[src/rtl/sram_access_arbiter_if.sv]
// Request/acknowledge bundle for the two SRAM requesters plus the SRAM pin group.
// The master side is the requester/board; the slave side is the arbiter.
interface sram_access_arbiter_if #(
    parameter int ADDR_W = 20,
    parameter int DATA_W = 16
);
    logic              cpu_req;
    logic              cpu_we;
    logic [ADDR_W-1:0] cpu_addr;
    logic [DATA_W-1:0] cpu_wdata;
    logic              cpu_ack;
    logic [DATA_W-1:0] cpu_rdata;

    logic              ldr_req;
    logic              ldr_we;
    logic [ADDR_W-1:0] ldr_addr;
    logic [DATA_W-1:0] ldr_wdata;
    logic              ldr_ack;
    logic [DATA_W-1:0] ldr_rdata;

    logic              sram_ce_n;
    logic              sram_oe_n;
    logic              sram_we_n;
    logic [ADDR_W-1:0] sram_addr;
    logic [DATA_W-1:0] sram_dq_out;
    logic              sram_dq_oe;
    logic [DATA_W-1:0] sram_dq_in;
    logic              busy;

    modport master (
        output cpu_req, cpu_we, cpu_addr, cpu_wdata,
        input  cpu_ack, cpu_rdata,
        output ldr_req, ldr_we, ldr_addr, ldr_wdata,
        input  ldr_ack, ldr_rdata,
        input  sram_ce_n, sram_oe_n, sram_we_n,
        input  sram_addr, sram_dq_out, sram_dq_oe,
        output sram_dq_in,
        input  busy
    );

    modport slave (
        input  cpu_req, cpu_we, cpu_addr, cpu_wdata,
        output cpu_ack, cpu_rdata,
        input  ldr_req, ldr_we, ldr_addr, ldr_wdata,
        output ldr_ack, ldr_rdata,
        output sram_ce_n, sram_oe_n, sram_we_n,
        output sram_addr, sram_dq_out, sram_dq_oe,
        input  sram_dq_in,
        output busy
    );
endinterface

[src/rtl/sram_access_arbiter.sv]
// Single-port SRAM sequencer: round-robin CPU/loader arbitration,
// programmable wait states, one-cycle ack pulse per completed access.
module sram_access_arbiter #(
    parameter int ADDR_W      = 20,
    parameter int DATA_W      = 16,
    parameter int WAIT_STATES = 2
) (
    input logic                 Clk,
    input logic                 Reset,
    sram_access_arbiter_if.slave bus
);
    typedef enum logic [1:0] {
        IDLE   = 2'd0,
        ACCESS = 2'd1,
        DONE   = 2'd2
    } state_t;

    typedef enum logic {
        GNT_CPU = 1'b0,
        GNT_LDR = 1'b1
    } gnt_t;

    localparam logic [3:0] WS = 4'(WAIT_STATES);

    state_t            state;
    state_t            state_nx;
    gnt_t              last_grant;
    logic [3:0]        cnt;
    logic              we_r;
    logic [ADDR_W-1:0] addr_r;
    logic [DATA_W-1:0] dq_r;
    logic [DATA_W-1:0] cpu_rd_r;
    logic [DATA_W-1:0] ldr_rd_r;
    logic              any_req;
    logic              pick_ldr;

    assign any_req = bus.cpu_req | bus.ldr_req;

    // On a tie the requester that was not served last wins.
    assign pick_ldr = bus.ldr_req &
                      (~bus.cpu_req | (last_grant == GNT_CPU));

    always_ff @(posedge Clk) begin
        if (Reset) begin
            state <= IDLE;
        end else begin
            state <= state_nx;
        end
    end

    always_comb begin
        state_nx        = state;
        bus.sram_ce_n   = 1'b1;
        bus.sram_oe_n   = 1'b1;
        bus.sram_we_n   = 1'b1;
        bus.sram_dq_oe  = 1'b0;
        bus.cpu_ack     = 1'b0;
        bus.ldr_ack     = 1'b0;
        bus.busy        = 1'b1;
        unique case (state)
            IDLE: begin
                bus.busy = 1'b0;
                if (any_req) begin
                    state_nx = ACCESS;
                end
            end
            ACCESS: begin
                bus.sram_ce_n  = 1'b0;
                bus.sram_oe_n  = we_r;
                bus.sram_we_n  = ~we_r;
                bus.sram_dq_oe = we_r;
                if (cnt == 4'd0) begin
                    state_nx = DONE;
                end
            end
            DONE: begin
                bus.cpu_ack = (last_grant == GNT_CPU);
                bus.ldr_ack = (last_grant == GNT_LDR);
                state_nx    = IDLE;
            end
            default: begin
                state_nx = IDLE;
            end
        endcase
    end

    always_ff @(posedge Clk) begin
        if (Reset) begin
            last_grant <= GNT_LDR;
            cnt        <= 4'd0;
            we_r       <= 1'b0;
            addr_r     <= '0;
            dq_r       <= '0;
            cpu_rd_r   <= '0;
            ldr_rd_r   <= '0;
        end else begin
            unique case (state)
                IDLE: begin
                    if (any_req) begin
                        cnt <= WS;
                        if (pick_ldr) begin
                            last_grant <= GNT_LDR;
                            we_r       <= bus.ldr_we;
                            addr_r     <= bus.ldr_addr;
                            dq_r       <= bus.ldr_wdata;
                        end else begin
                            last_grant <= GNT_CPU;
                            we_r       <= bus.cpu_we;
                            addr_r     <= bus.cpu_addr;
                            dq_r       <= bus.cpu_wdata;
                        end
                    end
                end
                ACCESS: begin
                    if (cnt == 4'd0) begin
                        if (!we_r && last_grant == GNT_CPU) begin
                            cpu_rd_r <= bus.sram_dq_in;
                        end
                        if (!we_r && last_grant == GNT_LDR) begin
                            ldr_rd_r <= bus.sram_dq_in;
                        end
                    end else begin
                        cnt <= cnt - 4'd1;
                    end
                end
                default: begin
                end
            endcase
        end
    end

    assign bus.sram_addr   = addr_r;
    assign bus.sram_dq_out = dq_r;
    assign bus.cpu_rdata   = cpu_rd_r;
    assign bus.ldr_rdata   = ldr_rd_r;
endmodule

[src/flat_wrapper.sv]
// flat-port wrapper written by rule: the top's interface ports become plain ports
module sram_access_arbiter_flat 
#(
    parameter int ADDR_W      = 20,
    parameter int DATA_W      = 16,
    parameter int WAIT_STATES = 2
)
  (Clk, Reset, bus_cpu_req, bus_cpu_we, bus_cpu_addr, bus_cpu_wdata, bus_cpu_ack, bus_cpu_rdata, bus_ldr_req, bus_ldr_we, bus_ldr_addr, bus_ldr_wdata, bus_ldr_ack, bus_ldr_rdata, bus_sram_ce_n, bus_sram_oe_n, bus_sram_we_n, bus_sram_addr, bus_sram_dq_out, bus_sram_dq_oe, bus_sram_dq_in, bus_busy);
  sram_access_arbiter_if #(.ADDR_W(ADDR_W), .DATA_W(DATA_W)) bus_i ();
  input logic Clk;
  input logic Reset;
  input wire logic [$bits(bus_i.cpu_req)-1:0] bus_cpu_req;
  input wire logic [$bits(bus_i.cpu_we)-1:0] bus_cpu_we;
  input wire logic [$bits(bus_i.cpu_addr)-1:0] bus_cpu_addr;
  input wire logic [$bits(bus_i.cpu_wdata)-1:0] bus_cpu_wdata;
  output wire logic [$bits(bus_i.cpu_ack)-1:0] bus_cpu_ack;
  output wire logic [$bits(bus_i.cpu_rdata)-1:0] bus_cpu_rdata;
  input wire logic [$bits(bus_i.ldr_req)-1:0] bus_ldr_req;
  input wire logic [$bits(bus_i.ldr_we)-1:0] bus_ldr_we;
  input wire logic [$bits(bus_i.ldr_addr)-1:0] bus_ldr_addr;
  input wire logic [$bits(bus_i.ldr_wdata)-1:0] bus_ldr_wdata;
  output wire logic [$bits(bus_i.ldr_ack)-1:0] bus_ldr_ack;
  output wire logic [$bits(bus_i.ldr_rdata)-1:0] bus_ldr_rdata;
  output wire logic [$bits(bus_i.sram_ce_n)-1:0] bus_sram_ce_n;
  output wire logic [$bits(bus_i.sram_oe_n)-1:0] bus_sram_oe_n;
  output wire logic [$bits(bus_i.sram_we_n)-1:0] bus_sram_we_n;
  output wire logic [$bits(bus_i.sram_addr)-1:0] bus_sram_addr;
  output wire logic [$bits(bus_i.sram_dq_out)-1:0] bus_sram_dq_out;
  output wire logic [$bits(bus_i.sram_dq_oe)-1:0] bus_sram_dq_oe;
  input wire logic [$bits(bus_i.sram_dq_in)-1:0] bus_sram_dq_in;
  output wire logic [$bits(bus_i.busy)-1:0] bus_busy;
  assign bus_i.cpu_req = bus_cpu_req;
  assign bus_i.cpu_we = bus_cpu_we;
  assign bus_i.cpu_addr = bus_cpu_addr;
  assign bus_i.cpu_wdata = bus_cpu_wdata;
  assign bus_cpu_ack = bus_i.cpu_ack;
  assign bus_cpu_rdata = bus_i.cpu_rdata;
  assign bus_i.ldr_req = bus_ldr_req;
  assign bus_i.ldr_we = bus_ldr_we;
  assign bus_i.ldr_addr = bus_ldr_addr;
  assign bus_i.ldr_wdata = bus_ldr_wdata;
  assign bus_ldr_ack = bus_i.ldr_ack;
  assign bus_ldr_rdata = bus_i.ldr_rdata;
  assign bus_sram_ce_n = bus_i.sram_ce_n;
  assign bus_sram_oe_n = bus_i.sram_oe_n;
  assign bus_sram_we_n = bus_i.sram_we_n;
  assign bus_sram_addr = bus_i.sram_addr;
  assign bus_sram_dq_out = bus_i.sram_dq_out;
  assign bus_sram_dq_oe = bus_i.sram_dq_oe;
  assign bus_i.sram_dq_in = bus_sram_dq_in;
  assign bus_busy = bus_i.busy;
  sram_access_arbiter #(.ADDR_W(ADDR_W), .DATA_W(DATA_W), .WAIT_STATES(WAIT_STATES)) u_core (.Clk(Clk), .Reset(Reset), .bus(bus_i));
endmodule
[config.mk]
export PLATFORM = sky130hd
export DESIGN_NAME = sram_access_arbiter_flat
export DESIGN_NICKNAME = d
export VERILOG_FILES = /design/src/rtl/sram_access_arbiter_if.sv /design/src/rtl/sram_access_arbiter.sv /design/src/flat_wrapper.sv
export SDC_FILE = /design/constraint.sdc
export NUM_CORES = 1
export LEC_CHECK = 0
export ABC_AREA = 1
export BUFFER_PORTS_ARGS = -buffer_cell sky130_fd_sc_hd__buf_4
export CAP_MARGIN = 30
export CELL_PAD_IN_SITES_DETAIL_PLACEMENT = 1
export CELL_PAD_IN_SITES_GLOBAL_PLACEMENT = 1
export CORE_ASPECT_RATIO = 0.6
export CORE_MARGIN = 1
export CORE_UTILIZATION = 30
export DETAILED_ROUTE_END_ITERATION = 10
export PLACE_DENSITY = 0.82
export RECOVER_POWER = 25
export SLEW_MARGIN = 30
export SYNTH_ARGS = -nofsm -noshare
export SYNTH_HDL_FRONTEND = slang
export SYNTH_SLANG_ARGS = --single-unit
[constraint.sdc]
create_clock -name Clk -period 1.85 [get_ports Clk]
set_input_delay 0.0925 -clock Clk [delete_from_list [all_inputs] [get_ports Clk]]
set_output_delay 0.0925 -clock Clk [all_outputs]
set_load 0.03 [all_outputs]
==> impl_summary.txt <==
----------------------------------------------------
[Flow run]
  Max-cap viol count ... 0

[Pwr]
  Net load switching power ... just over 2000 µW
  Leakage dissipation ... about 0.0022 µW
  Portion of total power attributed to combinational logic ... 30.5%
  Pwr Density ... roughly 1200 mW/mm²
  Switching power share of the total ... between 30% and 40%
  Cell-internal power ... approximately 3600 µW
  Share of total power in sequential cells ... a little over a third
  Clock share of power ... between 30% and 40%
  Peak supply drop ... 466 µV

[Floorplan]
  Horiz. Die Dim ... approximately 140 µm
  DIE AREA ... about 0.011 mm²
  Number of ports placed on the die boundary ... ~170
  Initial core utilization ... between 30% and 40%
  Total core area ... around 0.010 mm²
  Die Ht ... ~82 µm
  Rows ... 28

[Route]
  Ratio of routed vias to standard cells ... ~4.7
  Vias after detailed routing ... 3,601
  Detailed-route wire length per cell ... 15.3 µm
  DRC violation total after the first TritonRoute iteration ... approximately 130
  Post-DRT Antenna Nets ... 0
  WL final ... around 12,000 µm
  Post-route DRC violation count ... 0
  Detailed-router iteration count before antenna repair ... 4

[Placed design]
  Post-detailed-placement cell area ... around 0.0046 mm²
  Instance count after placement with tap cells included ... between 700 and 800
  Port Buf Inserts ... ~170
  Detailed placement HPWL ... approximately 8600 µm
  Routability congestion estimate from global placement ... between 0.7 and 0.8

[STA]
  Actual slew at the worst max-slew pin ... roughly 540 ps
  Max Clock Skew ... around 6.2 ps
  Unrepaired setup endpoints after global routing ... no
  Number of hold violations in the final report ... 0
  Setup tns final ... 0 ps
  Final period demand of the worst path ... around 1600 ps
  Final count of pins violating max slew ... 0
  FMAX ... approximately 0.64 GHz
  Total of endpoints with negative setup slack in the final report ... 0
  Worst-case hold slack ... approximately 7.6 ps
  Rel. slew slack ... 64.1%
  Final worst path period share ... between 80% and 90%

[Layout]
  # nets final ... 719
  Cell area after layout ... between 0.004 and 0.005 mm²
  Area growth syn-to-layout ... 51.1%
  Layout Utilization ... between 40% and 50%
  Number of antenna cells inserted ... 0
  Final Instance Count excl. Fillers ... 763
  Proportion of layout cells with a drive suffix above 1 ... 27.7%

[Clock tree]
  Maximum buffer depth of the clock tree ... 2
  Worst-Skew Late Latency ... around 340 ps
  CTS H-tree depth ... 3
  TritonCTS buffer count ... 9
  Clock Pin Slew Worst Setup and Hold Paths ... roughly 60 ps
  CTS root buffer ... clkbuf_16
  Clock sinks ... 76
  CTS tree ... built

[Synthesis]
  Fraction of the yosys area taken by sequential cells ... a little under half
  Number of distinct standard cells referenced by the synthesized netlist ... 22
  Number of instances in the synthesized netlist ... 452
  #FFs+latches synth ... 76
  Post-Syn Area ... between 0.003 and 0.004 mm²
  Warning count from the yosys run ... 0
  Post-Syn Area per Cell ... 7.13 µm²
  Synthesized netlist net count ... around 550

[Critical path]
  Buf/Inv on CP ... 2
  Launching element type of the critical path ... flop
  Cell family with the largest share of critical-path delay ... simple AND/OR/NAND/NOR gates
  Required time reported for the critical path endpoint ... ~2100 ps
  Maximum net fanout on the critical path ... 5
  Cell type of the slowest stage on the worst timing path ... dfxtp_1
  Critical Path AT ... roughly 1800 ps
  Highest cell delay on the worst timing path ... 350 ps
  Most frequent cell on the critical path ... nand2_1
  CP Cell Sequence ... inv_1, ha_1, nand2_1, nand2_1, nand2_1, inv_1, nor2_1, nor2_1
  Crit path kind ... reg2reg
  Critical Path End Type ... flop

[Global route]
  Global-route wire length before repair ... roughly 18,000 µm
  Via count of the first global-routing pass ... approximately 3.8k
  Maximum number of pins on one net before global-route repair ... 39
  Global-route usage over all layers ... between 20% and 30%
  Remaining global-route overflow ... 0
  Initial antenna violation count ... 0

[Worst hold path]
  Type of the most critical hold path ... in2reg

[Status]
  Result of the run ... complete, no violations

----------------------------------------------------
## worst min-delay path, delay by kind of cell
| family | cells | cell delay [ps] |
|---|---|---|
| AND/OR/NAND/NOR | 1 | 30 |
| AO/OA/AOI/OAI | 1 | 110 |
| buffers and inverters | 1 | 70 |
## logic make-up after synthesis
group	count (synthesis)	synth area share, %
buf+inv	55	7.88
compound gates	80	12.5
simple gates	239	31.6
fa+ha+maj	2	0.776
flops	76	47.2
## area by class of cell
type | count | area (µm²)
repair buffers | 185 | 1280
clock inverters | 6 | 87.6
fillers | 1309 | 5290
clock buffers | 10 | 239
well taps | 135 | 169
multi-input cells | 321 | 1460
inverters | 30 | 113
flip-flops and latches | 76 | 1520
## repair_timing
action | CTS | global route
buffers inserted | 0 | 0
hold buffers | 6 | 0
resized for setup | 0 | 0
endpoints found under the hold margin | 7 | 0
## metal layers
layer | GRT usage (%) | vias to the layer above | wire length (µm)
li1 | - | 1783 | -
met1 | 23.8 | 1709 | 5050
met2 | 38.5 | 83 | 5820
met3 | 4.82 | 26 | 434
met4 | 11.8 | 0 | 371
met5 | 0 | - | 0
## stage by stage
stage | power [µW] | setup WS, ps
2_1_floorplan | 3130 | 441
3_3_place_gp | 3780 | 451
3_5_place_dp | 3860 | 320
4_1_cts | 5810 | 180
5_1_grt | 5960 | 120
6_report | 5670 | 282
## cell usage in the layout (no fill, tap or decap)
cell type,n
nand2_2,1
nor2_2,6
inv_1,26
clkinv_1,1
clkbuf_8,1
dlygate4sd3_1,6
bufinv_16,2
nand2_4,2
clkinvlp_4,3
buf_16,1
dfxtp_1,76
nor3_1,4
nand2_1,81
a22oi_1,1
clkbuf_1,37
o21ai_0,53
ha_1,2
o21ai_1,22
nor2_1,107
inv_2,3
nor3_4,4
clkbuf_16,9
nand3_1,34
a21oi_1,4
clkinv_2,1
buf_4,141
## worst paths after layout
kind                              from                         to  slack [ps]  depth (start not counted)
min reg2reg  u_core.bus.sram_dq_out[7]  u_core.bus.sram_dq_out[7]         460                          2
max reg2reg              u_core.cnt[0]              u_core.cnt[0]         280                          8
max                      u_core.cnt[0]              u_core.cnt[0]         280                          8
min                    bus_ldr_addr[6]    u_core.bus.sram_addr[6]           8                          3
## state kept, by name, summed over array words and instances (netlist names)
name                    count
u_core.state                2
u_core.bus.cpu_rdata       16
u_core.bus.sram_dq_out     16
u_core.cnt                  4
u_core.bus.ldr_rdata       16
u_core.we_r                 1
u_core.bus.sram_addr       20
u_core.last_grant           1
## synth_stat cells (all sizes together)
master	number	area [µm²]
inv	29	109
nand3	34	170
ha	2	25.0
nor2	113	432
o21ai	75	375
nor3	8	85.1
buf	16	106
a22oi	1	7.51
dfxtp	76	1520
clkinv	1	3.75
a21oi	4	20.0
clkbuf	9	35.0
nand2	84	333
## power groups by stage
stage                     Sequential [µW]  Combinational (µW)  Clock [µW]
final                                2020                1730        1910
after global placement               2040                1740           0
after CTS                            2030                1820        1960
after global routing                 2050                1880        2030
after detailed placement             2060                1800           0
after floorplan                      2420                 708           0
(Power assumes the default switching activity.)
